### config.mk
export PLATFORM = sky130hd
export DESIGN_NAME = headstone_spawner
export DESIGN_NICKNAME = d
export VERILOG_FILES = /design/src/rtl/headstone_spawner.sv
export SDC_FILE = /design/constraint.sdc
export NUM_CORES = 1
export LEC_CHECK = 0
export ABC_AREA = 1
export ABC_CLOCK_PERIOD_IN_PS = 1500
export BUFFER_PORTS_ARGS = -buffer_cell sky130_fd_sc_hd__buf_2
export CAP_MARGIN = 0
export CORE_UTILIZATION = 41
export DETAILED_ROUTE_END_ITERATION = 10
export PLACE_DENSITY = 0.72
export SETUP_SLACK_MARGIN = 0.2
export SLEW_MARGIN = 20
export SYNTH_ARGS = -nofsm -noshare
export SYNTH_HDL_FRONTEND = slang
export SYNTH_SLANG_ARGS = --single-unit
### constraint.sdc
create_clock -name clk -period 1.5 [get_ports clk]
set_clock_uncertainty 0.1 [all_clocks]
set_input_delay 0.225 -clock clk [delete_from_list [all_inputs] [get_ports clk]]
set_output_delay 0.225 -clock clk [all_outputs]
set_load 0.05 [all_outputs]
### src/rtl/headstone_spawner.sv
// rtl/headstone_spawner.sv - captures the first car/pedestrian overlap per frame and emits one headstone record in vblank
// Optional HS_WRAP_EN: remove the spawn-limit DONE state so spawning continues indefinitely.
module headstone_spawner #(
    parameter int OFF_X           = 8,
    parameter int OFF_Y           = 16,
    parameter int MAX_HS          = 8,
    parameter int COOLDOWN_FRAMES = 30
) (
    input  logic        clk,
    input  logic        reset,
    input  logic [10:0] hcount_in,
    input  logic [10:0] vcount_in,
    input  logic        hblnk_in,
    input  logic        vblnk_in,
    input  logic        enable_in,
    input  logic        car_pix,
    input  logic        ped_pix,
    output logic [21:0] address_out,
    output logic        f_out,
    output logic [3:0]  spawn_cnt
);

    localparam logic [2:0] S_IDLE     = 3'd0;
    localparam logic [2:0] S_PENDING  = 3'd1;
    localparam logic [2:0] S_LOAD     = 3'd2;
    localparam logic [2:0] S_STROBE   = 3'd3;
    localparam logic [2:0] S_COOLDOWN = 3'd4;
    localparam logic [2:0] S_DONE     = 3'd5;

    localparam int          CW    = (COOLDOWN_FRAMES > 1) ? $clog2(COOLDOWN_FRAMES + 1) : 1;
    localparam logic [10:0] OFFX  = 11'(OFF_X);
    localparam logic [10:0] OFFY  = 11'(OFF_Y);
`ifndef HS_WRAP_EN
    localparam logic [3:0]  LIMIT = 4'(MAX_HS);
`endif

    logic [2:0]    state;
    logic [CW-1:0] cool_cnt;
    logic [10:0]   cap_x;
    logic [10:0]   cap_y;
    logic          vblnk_d;

    logic        vb_rise;
    logic        hit;
    logic [10:0] x_sat;
    logic [10:0] y_sat;
    logic [10:0] y_fix;
    logic [21:0] addr_next;

    assign vb_rise = vblnk_in & ~vblnk_d;
    assign hit     = enable_in & car_pix & ped_pix & ~hblnk_in & ~vblnk_in;

    // Address 0 marks an empty renderer slot, so a fully clamped hit is nudged to y=1.
    always_comb begin
        x_sat     = (cap_x >= OFFX) ? (cap_x - OFFX) : 11'd0;
        y_sat     = (cap_y >= OFFY) ? (cap_y - OFFY) : 11'd0;
        y_fix     = ((x_sat == 11'd0) && (y_sat == 11'd0)) ? 11'd1 : y_sat;
        addr_next = {x_sat, y_fix};
    end

    always_ff @(posedge clk) begin
        if (!reset) begin
            state       <= S_IDLE;
            address_out <= 22'd0;
            f_out       <= 1'b0;
            spawn_cnt   <= 4'd0;
            cool_cnt    <= '0;
            cap_x       <= 11'd0;
            cap_y       <= 11'd0;
            vblnk_d     <= 1'b0;
        end else begin
            vblnk_d <= vblnk_in;
            f_out   <= 1'b0;
            case (state)
                S_IDLE: begin
                    if (hit) begin
                        cap_x <= hcount_in;
                        cap_y <= vcount_in;
                        state <= S_PENDING;
                    end
                end
                S_PENDING: begin
                    // Address is registered on entry to LOAD so it leads the strobe by a cycle.
                    if (vb_rise) begin
                        address_out <= addr_next;
                        state       <= S_LOAD;
                    end
                end
                S_LOAD: begin
                    f_out <= 1'b1;
                    if (spawn_cnt != 4'd15) begin
                        spawn_cnt <= spawn_cnt + 4'd1;
                    end
                    state <= S_STROBE;
                end
                S_STROBE: begin
`ifndef HS_WRAP_EN
                    if (spawn_cnt == LIMIT) begin
                        state <= S_DONE;
                    end else
`endif
                    if (COOLDOWN_FRAMES == 0) begin
                        state <= S_IDLE;
                    end else begin
                        cool_cnt <= CW'(COOLDOWN_FRAMES);
                        state    <= S_COOLDOWN;
                    end
                end
                S_COOLDOWN: begin
                    if (vb_rise) begin
                        if (cool_cnt <= CW'(1)) begin
                            cool_cnt <= '0;
                            state    <= S_IDLE;
                        end else begin
                            cool_cnt <= cool_cnt - CW'(1);
                        end
                    end
                end
                S_DONE: begin
                    state <= S_DONE;
                end
                default: begin
                    state <= S_IDLE;
                end
            endcase
        end
    end

endmodule

==> results.md, run 1 <==
- The run finished, with violations left.
- The final reports fail on negative setup slack.
- During synthesis, Yosys emitted a total of 0 warnings.
- Internal power comes to 3.03 mW.
- The library cell with the highest instance count after synthesis is sky130_fd_sc_hd__nand2_1.
- Data arrives at the worst endpoint at slightly below 2 ns.
- From bottom edge to top edge, the die measures 85.0 microns.
- In this run the core area contains 29 standard-cell rows.
- The clock slew seen by the registers of the worst setup and hold paths is around 0.07 ns.
- The number of endpoints with negative hold slack in the final report is 0.
- The number of search-and-repair iterations in the first detailed-routing pass is 5.
- In this run switching power makes up approximately two fifths of total power.
- In the routed design, unresolved DRC markers number 0.
- The most numerous cell on the critical path is sky130_fd_sc_hd__nand2_1.
- The share of the cycle needed by the critical path after routing is 118%.
- The worst max-slew margin expressed relative to the limit is 51.2%.
- The share of cells above drive strength 1 is 61.3%.
- The pre-CTS setup slack is -0.144 ns.
- Counting every net in the synthesized netlist gives about 430.
- The startpoint kind of the worst setup timing path is a register.
- The fraction of post-synthesis cell area in the top cell type by area is ~41%.
- Setup repair after global routing could not meet its margin everywhere.
- The initial antenna violation count is 0.
- The clock latency of the later-clocked register in the worst-skew pair is about 0.37 ns.
- For this design the static power due to leakage is between 2 and 2.5 nW.
- The highest attainable clock frequency is 567 MHz.
- The path class of the lowest-slack min-delay path is in -> reg.
- The per-cell via count in the routed design is about 5.7.
- The worst-case clock buffer depth is 2.
- The final global-route overflow total is 0.
- The wire length of the first global-routing pass is between 15000 and 20000 microns.
- Relative to the synthesized area, the layout overhead comes to 82.5%.
- The via count of the first global-routing pass is around 3400.
- The summed instance area of the synthesized netlist is around 2800 sq um.
- The top cell family by delay on the critical path is simple AND/OR/NAND/NOR gates.
- Counting instances in the post-synthesis netlist gives the leading cell types as 63 x sky130_fd_sc_hd__nand2_1, 58 x sky130_fd_sc_hd__dfxtp_1, 45 x sky130_fd_sc_hd__o21ai_0.
- The highest net fanout along the worst path is 3.
- Synthesis instantiated 34 different standard cells from the library.
- In this run, the combinational gates consume a little under two fifths of the power.
- The max-slew violation total from the final report is 0.
- Yosys attributes the largest share of cell area to sky130_fd_sc_hd__dfxtp_1 41%, sky130_fd_sc_hd__nand2_1 8.4%, sky130_fd_sc_hd__o21ai_0 8.0%.
- The biggest cell delay along the critical path is approximately 0.35 ns.
- The slowest library cell on the worst path is sky130_fd_sc_hd__dfxtp_2.
- In the synthesized netlist the async set-or-reset flop fraction comes to 0%.
- Once the floorplan was initialized, standard cells occupied a little over two fifths of the core.
- TritonCTS built the clock tree.
- The mean routed wirelength per cell is roughly 19 microns.
- The number of failing setup endpoints in the final timing report is 38.
- Counting every instance in the synthesized netlist gives between 300 and 400.
- The cell type contributing the most total cell area after synthesis is sky130_fd_sc_hd__dfxtp_1.
- The launch point of the critical path is cap_x[5].
- After the last flow step, the layout net total stands at between 500 and 600.
- The required time at the endpoint of the critical path is about 1.7 ns.
- The start point of the worst hold path is hcount_in[9].
- The number of buffers and inverters on the critical path is 1.
- For this run, the total global-route usage over all layers was measured as approximately 29%.
- For the pin with the worst max-slew slack, the measured transition is between 0.7 and 0.8 ns.
- The total area inside the core boundary comes to roughly 6500 sq um.
- The worst setup path is captured at a register.
- Pin placement for this block handled 56 I/O pins.
- The count of buffers inserted at the top-level ports is 55.
- The mean post-synth cell area is ~7.3 sq um.
- The number of max-cap violations is 0.
- The remaining antenna violation count after routing is 0.
- After the first detailed-routing iteration, the DRC count stood at ~240.
- Walking the worst path, the cells encountered are nor2_2 -> nand2_2 -> nor2_4 -> nand2_1 -> nand3_4 -> nand2_4 -> inv_2 -> nand2_1 -> nor2_1 -> nand3_1 -> a21oi_2.
- For the finished layout, the period the worst path requires is 1.76 ns.
- The floorplan step defined a die boundary enclosing slightly above 7000 sq um.
- Clock tree synthesis found a total of just under 60 sinks.
- The H-tree generated during clock tree synthesis spans 3 levels.
- The final hold slack is between 0.007 and 0.008 ns.
- The startpoint identified for the worst register-to-register timing path is cap_x[5].
- The placed instances occupy a cell area of between 3000 and 4000 sq um.
- The TritonCTS buffer count is 9.
- The worst IR drop on VDD is approximately 0.75 mV.
- The total number of vias is about 3600.
- The placer congestion estimate is about 0.86.
- Per report_power, the sequential group accounts for between 30% and 40% of the total.
- The post-layout worst setup margin is -0.263 ns.
- The number of enable flip-flop cells after synthesis is 0.
- CTS placed an instance of sky130_fd_sc_hd__clkbuf_8 at the clock tree root.
- For this block, the routed nets add up to 11800 microns of wire.
- The total non-filler cell area in the finished layout is ~5200 sq um.
- The commonest register cell after synthesis is sky130_fd_sc_hd__dfxtp_1.
- The power dissipated by switching net loads is 1.86 mW.
- Once detailed placement completed, the half-perimeter wirelength came to just over 5000 microns.
- The proportion of power drawn by the clock network is a little over a quarter.
- The share of the yosys chip area belonging to registers is about two fifths.
- The number of synthesized register bits is 58.
- The horizontal die dimension is ~85 microns.
- The antenna diode count is 0.
- The maximum number of pins on one net before global-route repair is 23.
- The total power density per cell area is 948 nW/um^2.
- The critical path start-end classification is reg -> reg.
-- layout make-up --
type,instances,area (sq um)
clock buffers,10,128
clock inverters,6,42.5
fillers,358,1340
inverters,45,203
multi-input cells,274,2080
flip-flops and latches,58,1200
well taps,77,96.3
repair buffers,151,1400
repair inverters,1,7.51
-- cell usage in the layout, fill, tap and decap left out, types with 2 or more instances in the layout --
master	count
sky130_fd_sc_hd__o21ai_0	20
sky130_fd_sc_hd__clkinvlp_4	5
sky130_fd_sc_hd__dfxtp_2	10
sky130_fd_sc_hd__nand3_4	6
sky130_fd_sc_hd__nand2_1	39
sky130_fd_sc_hd__buf_4	61
sky130_fd_sc_hd__a211oi_2	2
sky130_fd_sc_hd__nand3_2	11
sky130_fd_sc_hd__xor2_1	4
sky130_fd_sc_hd__inv_4	7
sky130_fd_sc_hd__inv_8	2
sky130_fd_sc_hd__nand4_1	2
sky130_fd_sc_hd__buf_2	30
sky130_fd_sc_hd__a21oi_4	5
sky130_fd_sc_hd__o21ai_4	5
sky130_fd_sc_hd__o21ai_1	8
sky130_fd_sc_hd__nor2_4	7
sky130_fd_sc_hd__nand2_2	17
sky130_fd_sc_hd__nand2_4	14
sky130_fd_sc_hd__inv_1	23
sky130_fd_sc_hd__buf_16	5
sky130_fd_sc_hd__dfxtp_1	41
sky130_fd_sc_hd__clkbuf_4	11
sky130_fd_sc_hd__a21oi_1	16
sky130_fd_sc_hd__clkbuf_8	9
sky130_fd_sc_hd__inv_2	13
sky130_fd_sc_hd__buf_8	4
sky130_fd_sc_hd__a31oi_1	2
sky130_fd_sc_hd__nand3_1	15
sky130_fd_sc_hd__buf_6	32
sky130_fd_sc_hd__buf_12	6
sky130_fd_sc_hd__nor3_4	3
sky130_fd_sc_hd__ha_4	5
sky130_fd_sc_hd__nor2_1	35
sky130_fd_sc_hd__o21ai_2	16
sky130_fd_sc_hd__nor2_2	11
sky130_fd_sc_hd__a21oi_2	20
sky130_fd_sc_hd__or2_2	2
sky130_fd_sc_hd__dfxtp_4	7
-- kinds of logic (layout without fill, tap and decap cells) --
group	after synthesis	after routing	synth area share, %
DFF	58	58	41.1
and+or+nand+nor	164	165	26.5
xor gates and xnor gates	5	5	1.55
buffers and inverters	59	213	8.85
adders and majority gates	7	7	3.10
AOI/OAI and AO/OA	97	97	18.9
-- power by group through the flow --
| stage | Clock, mW | Combinational (mW) | Sequential [mW] |
|---|---|---|---|
| final | 1.33 | 1.83 | 1.72 |
| after detailed placement | 0 | 0.951 | 1.71 |
| after floorplan | 0 | 0.495 | 1.89 |
| after global placement | 0 | 0.930 | 1.71 |
| after CTS | 1.30 | 1.49 | 1.70 |
| after global routing | 1.38 | 1.92 | 1.73 |
-- worst reg2reg max path: stages, from the launching register on --
cell                      delay [ns]
sky130_fd_sc_hd__dfxtp_2        0.35
sky130_fd_sc_hd__nor2_2         0.18
sky130_fd_sc_hd__nand2_2        0.13
sky130_fd_sc_hd__nor2_4         0.16
sky130_fd_sc_hd__nand2_1        0.13
sky130_fd_sc_hd__nand3_4        0.13
sky130_fd_sc_hd__nand2_4        0.05
sky130_fd_sc_hd__inv_2          0.05
sky130_fd_sc_hd__nand2_1        0.05
sky130_fd_sc_hd__nor2_1         0.11
sky130_fd_sc_hd__nand3_1        0.10
sky130_fd_sc_hd__a21oi_2        0.15
-- what timing repair did --
| action | 4_1_cts | 5_1_grt |
|---|---|---|
| gates resized for setup | 175 | 103 |
| gates cloned | 7 | 2 |
| endpoints found under the hold margin | 1 | 0 |
| hold buffers | 1 | 0 |
| setup endpoints to repair | 62 | 74 |
| pin swaps | 45 | 36 |
| setup buffers | 32 | 13 |
-- state kept, by name, summed over array words and instances (netlist names) --
name         cells
address_out     22
cap_x           11
cap_y           11
cool_cnt         5
f_out            1
spawn_cnt        4
state            3
vblnk_d          1
-- routing by layer --
layer  wire, microns  GRT usage [%]
met1            4400           32.3
met2            5780           49.8
met3             886           8.27
met4             722           14.2
met5               0              0
-- worst paths after layout --
kind         cells after the start        endpoint  slack, ns
max                             11  address_out[0]      -0.26
min                              3        cap_x[9]      0.008
min reg2reg                      2  address_out[5]       0.37
max reg2reg                     11  address_out[0]      -0.26
-- through the flow --
step,utilization (%),total power [mW],setup TNS (ns),cells
global placement,54.4,2.64,-0.0735,551
detailed placement,54.4,2.66,-0.188,551
finish,79.4,4.89,-2.18,622
global route,79.4,5.03,-4.28,622
floorplan,-,2.38,0,390
CTS,71.8,4.48,-0.0989,607
Note: power is estimated with default switching activity, not from simulation.
==> run 2: changes to the inputs <==
PLACE_DENSITY = 0.73   (was 0.72)
==> results.md, run 2 (synthesis gave the netlist of run 1 again) <==
- Counting I/O delays and the setup requirement, the final critical path takes between 1.5 and 2 ns.
- For this design the ratio of total power to cell area is about 960 nW/um^2.
- The initial DRC count is 198.
- The launch point of the critical path is cap_x[4].
- The worst IR drop on VDD is 0.584 mV.
- The die is 85.0 microns tall.
- The detail route stage leaves a number of antenna-violating nets equal to 0.
- The initial antenna violation count is 0.
- Global routing consumed, on the met3 layer, 6.32% of the routing resources.
- The number of antenna diodes in the final layout is 0.
- The final-layout setup total negative slack is -1.30 ns.
- The mean routed wirelength per cell is 17.2 microns.
- In this run the worst path has a maximum fanout of 3.
- The capture point of the worst path is address_out[0].
- Port buffering added 55 buffers.
- The critical register-to-register path startpoint is cap_x[4].
- The critical path is of the reg -> reg type.
- For the worst-skew pair, the clock arrives at the later sink with an insertion delay of 0.36 ns.
- In the final layout, the registers with the most flip-flops are address_out (22), cap_x (11), cap_y (11).
- The number of endpoints with negative hold slack in the final report is 0.
- The post-layout worst setup margin is -0.233 ns.
- Setup slack on the worst reg-to-reg path comes out at -0.23 ns.
- The final global-route overflow total is 0.
- The total number of vias is between 3000 and 4000.
- The endpoint identified for the worst register-to-register timing path is address_out[0].
- Across the whole layout, storage elements account for 1200 sq um.
- For met1 alone, demand over resource in global routing was between 20 and 30%.
- In this run the standard cell core region covers 6490 sq um.
- The run finished, with violations left.
- After the last flow step, the layout net total stands at roughly 560.
- The first global-routing pass estimated around 14000 microns of wire.
- The starting utilization of the core area is 43.5%.
- Clock tree synthesis selected as its root buffer the cell sky130_fd_sc_hd__clkbuf_8.
- Setup violations remaining at the end of the flow were counted as 25.
- The transition time of the tightest slew-check pin is between 0.6 and 0.7 ns.
- For met2 alone, demand over resource in global routing was between 40 and 50%.
- Measured against its own limit, the worst slew margin works out to 59.5%.
- The die is roughly 85 microns wide.
- Cells with a size suffix above 1 make up just under 60% of the layout.
- address_out holds more flip-flops than any other register.
- The placer congestion estimate is just under 0.9.
- The clock sink total is 58.
- The final reports fail on negative setup slack.
- The commonest non-fill, non-tap cell in the layout is sky130_fd_sc_hd__buf_4.
- The clock slew seen by the registers of the worst setup and hold paths is roughly 0.07 ns.
- The top-level port count is 56.
- The DRC violation count after routing is 0.
- For this run, the top clock speed supported by timing is approximately 580 MHz.
- The final-layout fill cell count is roughly 400.
- Hold timing on the final database bottoms out at a slack of between 0.008 and 0.009 ns.
- The kind of capture point of the worst setup path is a register.
- The clock tree synthesis step divided the H-tree into 3 levels.
- The overall power is between 4 and 5 mW.
- At the worst endpoint, the arrival time is between 1.5 and 2 ns.
- The floorplan has 29 rows.
- The TritonCTS buffer count is 9.
- The register with the most flip-flops in the layout has 22 of them.
- Entering global routing, the biggest net connects 20 pins.
- The sum of net half-perimeters after detailed placement is approximately 5100 microns.
- Using the TritonRoute via totals, the vias-per-cell ratio works out to 5.54.
- Setup repair after global routing could not meet its margin everywhere.
- At the placement stage, the worst setup path has a slack of -0.109 ns.
- Compared with the post-synthesis result, the final layout area differs by 70.8%.
- The max-slew violation total from the final report is 0.
- The required time at the endpoint of the critical path is 1.70 ns.
- The floorplan die area is roughly 7200 sq um.
- For this run, the detailed router's first-pass iteration total came to 4.
- The min-delay analysis places its worst path in the category in -> reg.
- The routed design has a little over 10000 microns of wire.
- The longest clock path from root to sink contains 2 buffers.
- The depth of the most critical reg-to-reg path is 11.
- The library cells used most frequently in the layout, excluding fill and tap cells, are 52 x sky130_fd_sc_hd__buf_4, 43 x sky130_fd_sc_hd__nand2_1, 42 x sky130_fd_sc_hd__dfxtp_1.
- The via count of the first global-routing pass is ~3100.
- The number of max-cap violations is 0.
- The overall track demand over capacity in global routing is 25.1%.
- The global routing's busiest layer is met2.
- The startpoint kind of the worst setup timing path is a register.
- The CTS tree is built.
- In the final layout, the multi-input gates occupy 2000 sq um.
- The share of the cycle needed by the critical path after routing is 116%.
- The leakage power is roughly 2.0 nW.
## run 2: stage by stage
stage	instance area, sq um	cells	utilization (%)
2_1_floorplan	2900	390	-
3_3_place_gp	3540	547	54.5
3_5_place_dp	3540	547	54.5
4_1_cts	4390	588	67.5
5_1_grt	4830	601	74.3
6_report	4830	601	74.3
## run 2: metal layers
layer / share of wire (%) / vias up / wire length (microns)
met3: 6.6 / 48 / 689
met1: 38 / 1567 / 3940
met4: 4.3 / 0 / 449
met5: 0 / - / 0
met2: 51 / 171 / 5290
li1: - / 1541 / -
## run 2: power by group
part / leakage, nW / switching (mW) / internal, mW
registers: 0.479 / 0.0850 / 1.62
logic: 1.48 / 0.920 / 0.685
clock network: 0.0851 / 0.693 / 0.635
total: 2.05 / 1.70 / 2.94
## run 2: worst min-delay path by stage
stage	start	end	cells after the start
floorplan	vblnk_in	vblnk_d	2
global placement	vblnk_in	vblnk_d	3
detailed placement	vblnk_in	vblnk_d	3
CTS	hcount_in[2]	cap_x[2]	3
global route	vcount_in[10]	cap_y[10]	3
finish	hcount_in[9]	cap_x[9]	3
## run 2: cell type report
cell class / count / share of cell area (%)
multi-input cells: 275 / 41.3
clock inverters: 5 / 0.622
flip-flops and latches: 58 / 24.8
repair buffers: 129 / 24.2
inverters: 45 / 3.94
well taps: 77 / 2.00
repair inverters: 1 / 0.155
clock buffers: 11 / 2.93
## run 2: what timing repair did
item	CTS	global route
gates cloned	9	1
setup endpoints to repair	64	65
setup buffers	15	12
hold endpoints to repair	1	0
pin swaps	20	55
gates resized for setup	111	108
hold buffers	1	0
## run 2: worst max-delay path: stages (launching register included)
cell and delay, ns:
sky130_fd_sc_hd__dfxtp_2 0.34, sky130_fd_sc_hd__nor2_4 0.17, sky130_fd_sc_hd__nand2_2 0.11, sky130_fd_sc_hd__nor2_4 0.15
sky130_fd_sc_hd__nand2_1 0.13, sky130_fd_sc_hd__nand3_4 0.13, sky130_fd_sc_hd__nand2_1 0.06, sky130_fd_sc_hd__inv_1 0.07
sky130_fd_sc_hd__nand2_1 0.07, sky130_fd_sc_hd__nor2_1 0.14, sky130_fd_sc_hd__nand3_1 0.10, sky130_fd_sc_hd__a21oi_2 0.11
